### src/rtl/splash_scheduler.sv
// splash_scheduler: tracks up to NUM_SLOTS live splash animations, picks the
// splash covering the current pixel, steers its origin to the shared sprite
// ROM and realigns the hit flag with the ROM's two-cycle read latency.
module splash_scheduler #(
  parameter int          NUM_SLOTS         = 4,
  parameter int          SPRITE_W          = 50,
  parameter int          SPRITE_H          = 50,
  parameter int          LIFETIME_FRAMES   = 30,
  parameter logic [11:0] TRANSPARENT_COLOR = 12'h000
) (
  input  logic                 clk,
  input  logic                 resetn,
  input  logic                 spawn_valid,
  input  logic [9:0]           spawn_x,
  input  logic [8:0]           spawn_y,
  output logic                 spawn_ready,
  input  logic                 frame_tick,
  input  logic [9:0]           x,
  input  logic [8:0]           y,
  output logic [9:0]           rom_x_org,
  output logic [8:0]           rom_y_org,
  input  logic [11:0]          rom_color,
  output logic [11:0]          pixel_out,
  output logic                 pixel_valid,
  output logic [NUM_SLOTS-1:0] active_mask
);

  localparam int         IDX_W     = (NUM_SLOTS > 1) ? $clog2(NUM_SLOTS) : 1;
  localparam logic [7:0] LIFE_INIT = 8'(LIFETIME_FRAMES);

  // Per-slot state
  logic [9:0]           r_sx   [NUM_SLOTS];
  logic [8:0]           r_sy   [NUM_SLOTS];
  logic [7:0]           r_life [NUM_SLOTS];
  logic [NUM_SLOTS-1:0] r_active;

  // Hit-flag delay line matching the ROM (image RAM then palette RAM)
  logic                 r_hit_d1;
  logic                 r_hit_d2;
  logic [11:0]          r_pixel;
  logic                 r_pixel_vld;

  logic [NUM_SLOTS-1:0] w_hit;
  logic                 w_any_hit;
  logic [IDX_W-1:0]     w_win_idx;
  logic [IDX_W-1:0]     w_free_idx;
  logic                 w_spawn_fire;

  // Per-slot rectangle test; widened sums keep origins near the screen edge from wrapping
  always_comb begin
    w_hit = '0;
    for (int i = 0; i < NUM_SLOTS; i++) begin
      w_hit[i] = r_active[i]
        && ({1'b0, x} >= {1'b0, r_sx[i]})
        && ({1'b0, x} <= ({1'b0, r_sx[i]} + 11'(SPRITE_W - 1)))
        && ({1'b0, y} >= {1'b0, r_sy[i]})
        && ({1'b0, y} <= ({1'b0, r_sy[i]} + 10'(SPRITE_H - 1)));
    end
  end

  // Lowest-index hitting slot wins overlap; lowest-index free slot takes a spawn
  always_comb begin
    w_win_idx  = '0;
    w_free_idx = '0;
    for (int i = NUM_SLOTS - 1; i >= 0; i--) begin
      if (w_hit[i])     w_win_idx  = IDX_W'(i);
      if (!r_active[i]) w_free_idx = IDX_W'(i);
    end
  end

  assign w_any_hit    = |w_hit;
  assign spawn_ready  = ~&r_active;
  assign w_spawn_fire = spawn_valid && spawn_ready;
  assign active_mask  = r_active;

  // With no hit the origin follows the pixel, so the ROM address stays at 0
  assign rom_x_org = w_any_hit ? r_sx[w_win_idx] : x;
  assign rom_y_org = w_any_hit ? r_sy[w_win_idx] : y;

  // Slot lifecycle: a spawn loads a free slot at full life; frame ticks age active slots
  always_ff @(posedge clk) begin
    if (!resetn) begin
      r_active <= '0;
      for (int i = 0; i < NUM_SLOTS; i++) r_life[i] <= '0;
    end else begin
      for (int i = 0; i < NUM_SLOTS; i++) begin
        if (w_spawn_fire && (w_free_idx == IDX_W'(i))) begin
          r_sx[i]     <= spawn_x;
          r_sy[i]     <= spawn_y;
          r_life[i]   <= LIFE_INIT;
          r_active[i] <= 1'b1;
        end else if (frame_tick && r_active[i]) begin
          if (r_life[i] > 8'd1) begin
            r_life[i] <= r_life[i] - 8'd1;
          end else begin
            r_life[i]   <= '0;
            r_active[i] <= 1'b0;
          end
        end
      end
    end
  end

  // Delay the hit flag two cycles and gate the ROM colour into the output register
  always_ff @(posedge clk) begin
    if (!resetn) begin
      r_hit_d1    <= 1'b0;
      r_hit_d2    <= 1'b0;
      r_pixel     <= '0;
      r_pixel_vld <= 1'b0;
    end else begin
      r_hit_d1    <= w_any_hit;
      r_hit_d2    <= r_hit_d1;
      r_pixel     <= r_hit_d2 ? rom_color : 12'h000;
      r_pixel_vld <= r_hit_d2 && (rom_color != TRANSPARENT_COLOR);
    end
  end

  assign pixel_out   = r_pixel;
  assign pixel_valid = r_pixel_vld;

endmodule
### config.mk
export PLATFORM = sky130hd
export DESIGN_NAME = splash_scheduler
export DESIGN_NICKNAME = d
export VERILOG_FILES = /design/src/rtl/splash_scheduler.sv
export SDC_FILE = /design/constraint.sdc
export NUM_CORES = 1
export LEC_CHECK = 0
export BUFFER_PORTS_ARGS = -buffer_cell sky130_fd_sc_hd__buf_2
export CAP_MARGIN = 20
export CORE_UTILIZATION = 55
export DETAILED_ROUTE_END_ITERATION = 10
export PLACE_DENSITY = 0.75
export SYNTH_ARGS = -nofsm -noshare
export SYNTH_HDL_FRONTEND = slang
export SYNTH_SLANG_ARGS = --single-unit
### constraint.sdc
create_clock -name clk -period 4.35 [get_ports clk]
set_input_delay 0.435 -clock clk [delete_from_list [all_inputs] [get_ports clk]]
set_output_delay 0.435 -clock clk [all_outputs]
set_load 0.01 [all_outputs]
==> out/results.md, run 1 <==
| Metric | Reported |
|:---|:---|
| Status | finished, violations left |
| Failing checks | negative setup slack |
| Clk Latency, worst-skew pair | 0.42 ns |
| CP startpoint | r_sx[0][1]$_DFFE_PP_ |
| Yosys Warn Count | 0 |
| Row cnt | 48 |
| Largest clock skew in the final design | 0.009186 ns |
| #FFs+latches synth | 127 |
| Clk slew on worst S/H paths | 0.06 ns |
| DRT Pass-1 Iters | 5 |
| Tot GR Track Use | 0.2981 |
| Post-route ant nets | 0 |
| Net count of the mapped netlist | 1216 |
| Tightest slew margin relative to the limit | 0.3796 |
| Slowest cell delay on critical path | 0.45 ns |
| Most frequent standard cell in the layout excluding fill and tap cells | ha_1 |
| Buf+Inv Stages, Crit Path | 4 |
| Cts bufs inserted | 17 |
| Clock tree from TritonCTS | yes |
| Hold buffer count at cts | 0 |
| RSZ-0062 raised after global routing | true |
| Sw Ratio | 0.2631 |
| Area growth from synthesis to layout | 21.54% |
| Filler cells | 1287 |
| Area of the mapped netlist | 9967 um2 |
| Leak Pwr | 5.312 nW |
| Y dimension of the die | 136.6 um |
| Wire length of the first global-routing pass | 41.48 mm |
| Maximum number of buffers from clock root to sink | 2 |
| Iteration-0 DRC Markers | 748 |
| Switch Pwr | 0.8863 mW |
| I/O pin cnt | 91 |
| Top layer in use | met4 |
| Chip width | 136.6 um |
| Detailed-route via count | 8683 |
| Layout cell share with drive strength beyond 1 | 0.2268 |
| Final setup TNS | -0.07600 ns |
| Met2 Wirelength | 13.35 mm |
| Antenna violations before repair | 0 |
| Max-slew violation count | 0 |
| Worst-path cell chain | ha_2, and3_2, nor3_4, xnor2_1, ha_1, a211oi_2, o221ai_2, o311ai_2, a211oi_2, buf_4, nor3_4, buf_6, nor2_4, buf_6, nand3b_4, a2bb2oi_2, buf_2 |
| Routed metal-1 wirelength | 11.23 mm |
| Clock Sinks | 127 |
| Number of global-route vias before repair | 8111 |
| Port-buffer cells | 90 |
| Final wirelength | 28.15 mm |
| Endpoint required time on the critical path | 3.91 ns |
| Average detailed-routed wire length per instance | 20.26 um |
| CP max stage cell | edfxtp_1 |
| Final hold slack | 0.2296 ns |
| Root buffer cell | clkbuf_16 |
| Arrival time of data at the critical path endpoint | 3.97 ns |
| Number of setup violations in the final report | 3 |
| Combinational power share | 0.160 |
| Async SR Flop Fraction | 0 |
| Number of remaining DRC errors | 0 |
| Internal power consumption | 2.482 mW |
| Fin crit share | 1.012 |
| Vias per cell | 6.251 |
| Worst reg2reg startpoint | r_sx[3][1]$_DFFE_PP_ |
| Clock H-tree levels | 4 |
| Number of cells produced by synthesis | 994 |
| Std-Cell Core Area | 17480 um2 |
| Transition time at the pin with the least slew margin | 0.9295 ns |
| Highest fanout seen on the critical path | 7 |
| Area of the die | 18660 um2 |
| Launch instance of the worst min-delay path | spawn_x[6] |
| Setup slack at placement | 0.1632 ns |
| Power density normalized to cell area | 278.1 nW/um2 |
| Final min period | 4.404 ns |
| Total inserted antenna cells | 0 |
| Delay-heaviest family, CP | simple AND/OR/NAND/NOR gates |
| VDD IR-drop max | 327.0 uV |
| Unique masters post-synth | 65 |
| Average cell area after synthesis | 10.03 um2 |
| Class of the tightest hold or removal check | input pin to flop |
| Number of hold violations in the final report | 0 |
| Fmax | 227.1 MHz |
| Count of flip-flops with a built-in enable after synthesis | 108 |
| Critical path class | flop to primary output |
| Clock group share of total power | 0.423 |
| Sum of met3 wire segment lengths after detailed routing | 2.654 mm |
| Prevailing post-synth register cell | edfxtp_1 |
| Post-detailed-placement half-perimeter wirelength | 20.32 mm |
| Pin count of the biggest net entering global routing | 23 |
| Capturing element type of the critical path | primary output |
| Starting density of the core | 0.5703 |
| Global placer's final weighted congestion | 0.9616 |
| Max-cap violations | 0 |
| Post-route worst setup slack | -0.05408 ns |
| Dpl cell area | 10790 um2 |
| Global route total overflow | 0 |
| Crit start category | flop |
| Sequential fraction of the synthesis area | 0.3635 |
| Design area | 12110 um2 |
| Commonest non-fill, non-tap cells in the layout | ha_1, inv_1, edfxtp_1, buf_2, xnor2_1 |
| Post-layout net count | 1373 |
| Part of the power in registers | 0.417 |
[synthesized netlist by cell type, types with 14 or more instances]
| cell type | number | area, um2 |
|---|---|---|
| nor4_1 | 16 | 100.1 |
| a22oi_1 | 17 | 127.6 |
| nand3_1 | 31 | 155.2 |
| xnor2_1 | 71 | 621.9 |
| nor2_1 | 54 | 202.7 |
| o21ai_0 | 30 | 150.1 |
| nand4_1 | 20 | 125.1 |
| inv_1 | 110 | 412.9 |
| edfxtp_1 | 108 | 3243 |
| a21oi_1 | 59 | 295.3 |
| dfxtp_1 | 19 | 380.4 |
| a211oi_1 | 14 | 105.1 |
| a21o_1 | 16 | 120.1 |
| nor3_1 | 17 | 85.08 |
| o221ai_1 | 19 | 166.4 |
| and3_1 | 17 | 106.4 |
| nand2_1 | 49 | 183.9 |
| ha_1 | 168 | 2102 |
| a2bb2oi_1 | 15 | 131.4 |
[area by class of cell]
type	instances	area [um2]	area share
multi-input cells	740	6208	0.5125
flip-flops and latches	127	3623	0.2991
repair buffers	155	982.2	0.08108
clock buffers	22	506.7	0.04183
inverters	110	412.9	0.03408
well taps	225	281.5	0.02324
clock inverters	10	98.84	0.008159
[registers in the layout, indices dropped and copies added, names as in the netlist]
signal       cells
r_hit_d1         1
pixel_valid      1
r_sx            40
r_hit_d2         1
r_sy            36
active_mask      4
pixel_out       12
r_life          32
[per-stage QoR]
step,total power [mW],cells,util
finish,3.369,1389,0.6932
global route,3.492,1389,0.6932
CTS,3.344,1357,0.6614
detailed placement,1.915,1314,0.6172
global placement,1.898,1314,0.6172
floorplan,1.726,994,-
[routing by layer]
layer	up-vias	GRT usage
met1	4106	0.3965
met2	420	0.4808
met4	0	0.1284
met3	84	0.04630
li1	4073	-
met5	-	0
[logic make-up (layout without fill, tap and decap cells)]
logic type	after synthesis	in the layout	share of synthesized area
buffers and inverters	128	297	0.05159
adders and majority gates	168	168	0.2109
AOI/OAI and AO/OA	244	244	0.1724
DFF	127	127	0.3635
xor gates and xnor gates	79	79	0.06942
and+or+nand+nor	248	249	0.1322
[final timing paths]
path / endpoint / slack [ns] / cells after the start
max: rom_x_org[7] / -0.05 / 17
min: r_sx[1][6]$_DFFE_PP_ / 0.23 / 1
max reg2reg: r_hit_d1$_SDFF_PN0_ / 0.95 / 17
min reg2reg: r_hit_d2$_SDFF_PN0_ / 0.43 / 1
[timing repair]
action | 4_1_cts | 5_1_grt
gates cloned | 0 | 1
gates resized for setup | 14 | 66
setup buffers | 11 | 31
pin swaps | 3 | 52
endpoints found under the setup margin | 19 | 19
[power by group through the flow]
| stage | clock (mW) | combinational, mW | sequential (mW) |
|---|---|---|---|
| 2_1_floorplan | 0 | 0.312 | 1.41 |
| 3_3_place_gp | 0 | 0.472 | 1.43 |
| 3_5_place_dp | 0 | 0.487 | 1.43 |
| 4_1_cts | 1.44 | 0.498 | 1.40 |
| 5_1_grt | 1.49 | 0.593 | 1.41 |
| 6_report | 1.42 | 0.539 | 1.41 |
No activity file was read; power rests on OpenSTA's default activity.
==> run 2, diff against run 1 <==
Settings changed: ABC_CLOCK_PERIOD_IN_PS from default to 4350, CORE_ASPECT_RATIO from default to 0.8.
==> out/results.md, run 2 (same netlist as run 1, synthesis figures left out) <==
| Metric | Reported |
|:---|:---|
| Highest fanout seen on the critical path | 7 |
| Final core occ | 0.6928 |
| Number of setup violations in the final report | 16 |
| Worst reg2reg startpoint | r_sx[3][1]$_DFFE_PP_ |
| Clock group share of total power | 0.419 |
| Launch instance of the worst min-delay path | spawn_x[7] |
| Fin crit share | 1.017 |
| Overall Power | 3.356 mW |
| Vias per cell | 6.267 |
| Std-Cell Core Area | 17540 um2 |
| Area of the die | 18670 um2 |
| Largest clock skew in the final design | 0.007392 ns |
| Average detailed-routed wire length per instance | 20.83 um |
| Critical path class | flop to primary output |
| Filler cells | 1273 |
| CP startpoint | r_sx[3][1]$_DFFE_PP_ |
| Clock Sinks | 127 |
| Number of global-route vias before repair | 8103 |
| Max-slew violation count | 0 |
| Number of cells on the worst reg-to-reg path | 16 |
| VDD IR-drop max | 410.6 uV |
| Maximum number of buffers from clock root to sink | 2 |
| Final wirelength | 29.10 mm |
| Global route total overflow | 0 |
| Final hold slack | 0.2245 ns |
| Worst-case register-to-register setup slack | 0.96 ns |
| Root buffer cell | clkbuf_16 |
| Area growth from synthesis to layout | 21.91% |
| Post-detailed-placement half-perimeter wirelength | 20.42 mm |
| Number of hold violations in the final report | 0 |
| Class of the tightest hold or removal check | input pin to flop |
| Clk slew on worst S/H paths | 0.06 ns |
| Crit start category | flop |
| Row cnt | 43 |
| Antenna violations before repair | 2 |
| Wire length of the first global-routing pass | 42.61 mm |
| Worst hold path depth | 1 |
| Sw Ratio | 0.2731 |
| Switch Pwr | 0.9167 mW |
| Final min period | 4.424 ns |
| End of the worst register-to-register path | r_hit_d1$_SDFF_PN0_ |
| Global placer's final weighted congestion | 0.9464 |
| Pin count of the biggest net entering global routing | 23 |
| Cts bufs inserted | 17 |
| I/O pin cnt | 91 |
| Largest registers | r_sx: 40 flops, r_sy: 36 flops, r_life: 32 flops |
| Max FFs per register | 40 |
| Commonest non-fill, non-tap cells in the layout | ha_1, edfxtp_1, inv_1, buf_2, xnor2_1 |
| Tightest slew margin relative to the limit | 0.3407 |
| Y dimension of the die | 122.4 um |
| Clock H-tree levels | 4 |
| Final setup TNS | -0.6497 ns |
| Chip width | 152.5 um |
| Hold buffer count at cts | 0 |
| Register containing the most flip-flops in the final layout | r_sx |
| Met2 Wirelength | 13.12 mm |
| Clock tree from TritonCTS | yes |
| Post-layout net count | 1381 |
| Combinational power share | 0.162 |
| Endpoint of the worst hold-timing path | r_sx[2][7]$_DFFE_PP_ |
| Status | finished, violations left |
| Part of the power in registers | 0.419 |
| DRT Pass-1 Iters | 10 |
| Iteration-0 DRC Markers | 747 |
| Starting density of the core | 0.5683 |
| Setup slack at placement | 0.2099 ns |
| Layout cell share with drive strength beyond 1 | 0.2304 |
| Dpl cell area | 10820 um2 |
| Total inserted antenna cells | 0 |
| Top layer in use | met4 |
| Transition time at the pin with the least slew margin | 0.9879 ns |
| Routed metal-1 wirelength | 11.90 mm |
| Power density normalized to cell area | 276.2 nW/um2 |
| Capturing element type of the critical path | primary output |
| Max-cap violations | 0 |
| Cell total after placement | 1318 |
| Sum of met3 wire segment lengths after detailed routing | 3.382 mm |
| Final standard cell count with taps included and fillers excluded | 1397 |
| Endpoint required time on the critical path | 3.91 ns |
| Post-route ant nets | 0 |
| Clk Latency, worst-skew pair | 0.42 ns |
| Tot GR Track Use | 0.3018 |
| Internal power consumption | 2.440 mW |
| Port-buffer cells | 90 |
| Detailed-route via count | 8755 |
| Post-route worst setup slack | -0.07448 ns |
| Most frequent standard cell in the layout excluding fill and tap cells | ha_1 |
| Fmax | 226.0 MHz |
| Leak Pwr | 5.325 nW |
| Number of remaining DRC errors | 2 |
| Arrival time of data at the critical path endpoint | 3.99 ns |
| RSZ-0062 raised after global routing | true |
| Failing checks | design-rule violations, negative setup slack |
| Design area | 12150 um2 |
-- run 2: cell types whose count changed in the layout (fill, tap and decap cells not counted), moves of 3 or more --
| cell | change |
|---|---|
| buf_4 | +16 |
| o221ai_1 | +8 |
| o221ai_2 | -8 |
| a21oi_1 | -7 |
| a21oi_2 | +7 |
| buf_6 | -7 |
| a2bb2oi_1 | +4 |
| a2bb2oi_2 | -4 |
| inv_1 | -4 |
| inv_2 | +4 |
| buf_2 | -3 |
-- run 2: timing repair --
item / in CTS / in global routing
gates resized for setup: 10 / 72
setup endpoints to repair: 19 / 19
setup buffers: 18 / 29
gates cloned: 0 / 1
pin swaps: 7 / 60
-- run 2: worst max-delay path by stage --
stage / cells past startpoint / to
after floorplan: 14 / rom_x_org[0]
after global placement: 15 / rom_x_org[1]
after detailed placement: 15 / rom_y_org[7]
after CTS: 16 / rom_x_org[1]
after global routing: 16 / rom_y_org[0]
final: 16 / rom_x_org[5]
-- run 2: area by class of cell --
type	instances	area [um2]	area share
Tap cell	225	281.5	0.02317
Multi-Input combinational cell	739	6170	0.5078
Clock inverter	11	90.09	0.007414
Clock buffer	21	504.2	0.04150
Timing Repair Buffer	164	1069	0.08794
Sequential cell	127	3623	0.2982
Inverter	110	412.9	0.03398
-- run 2: routing by layer --
metal | up-vias | track usage
met2 | 430 | 0.4761
met3 | 75 | 0.07980
li1 | 4089 | -
met1 | 4161 | 0.4045
met5 | - | 0
met4 | 0 | 0.1029
-- run 2: power by group through the flow --
stage | clock network (mW) | logic [mW] | registers [mW]
CTS | 1.42 | 0.502 | 1.40
finish | 1.41 | 0.545 | 1.40
global placement | 0 | 0.473 | 1.43
global route | 1.47 | 0.599 | 1.41
floorplan | 0 | 0.312 | 1.41
detailed placement | 0 | 0.484 | 1.43
-- run 2: worst max-delay path: stages, from the launching register on --
cell and delay, ns:
edfxtp_1 0.44, ha_4 0.20, a311oi_2 0.31, nor2_1 0.10, xnor2_1 0.24, ha_1 0.29, a21o_1 0.19, a21oi_2 0.15
nor3b_2 0.20, a21oi_2 0.09, nor4bb_4 0.35, buf_4 0.19, nand2_2 0.14, buf_4 0.21, o221ai_1 0.19, a2bb2oi_1 0.11
buf_2 0.16
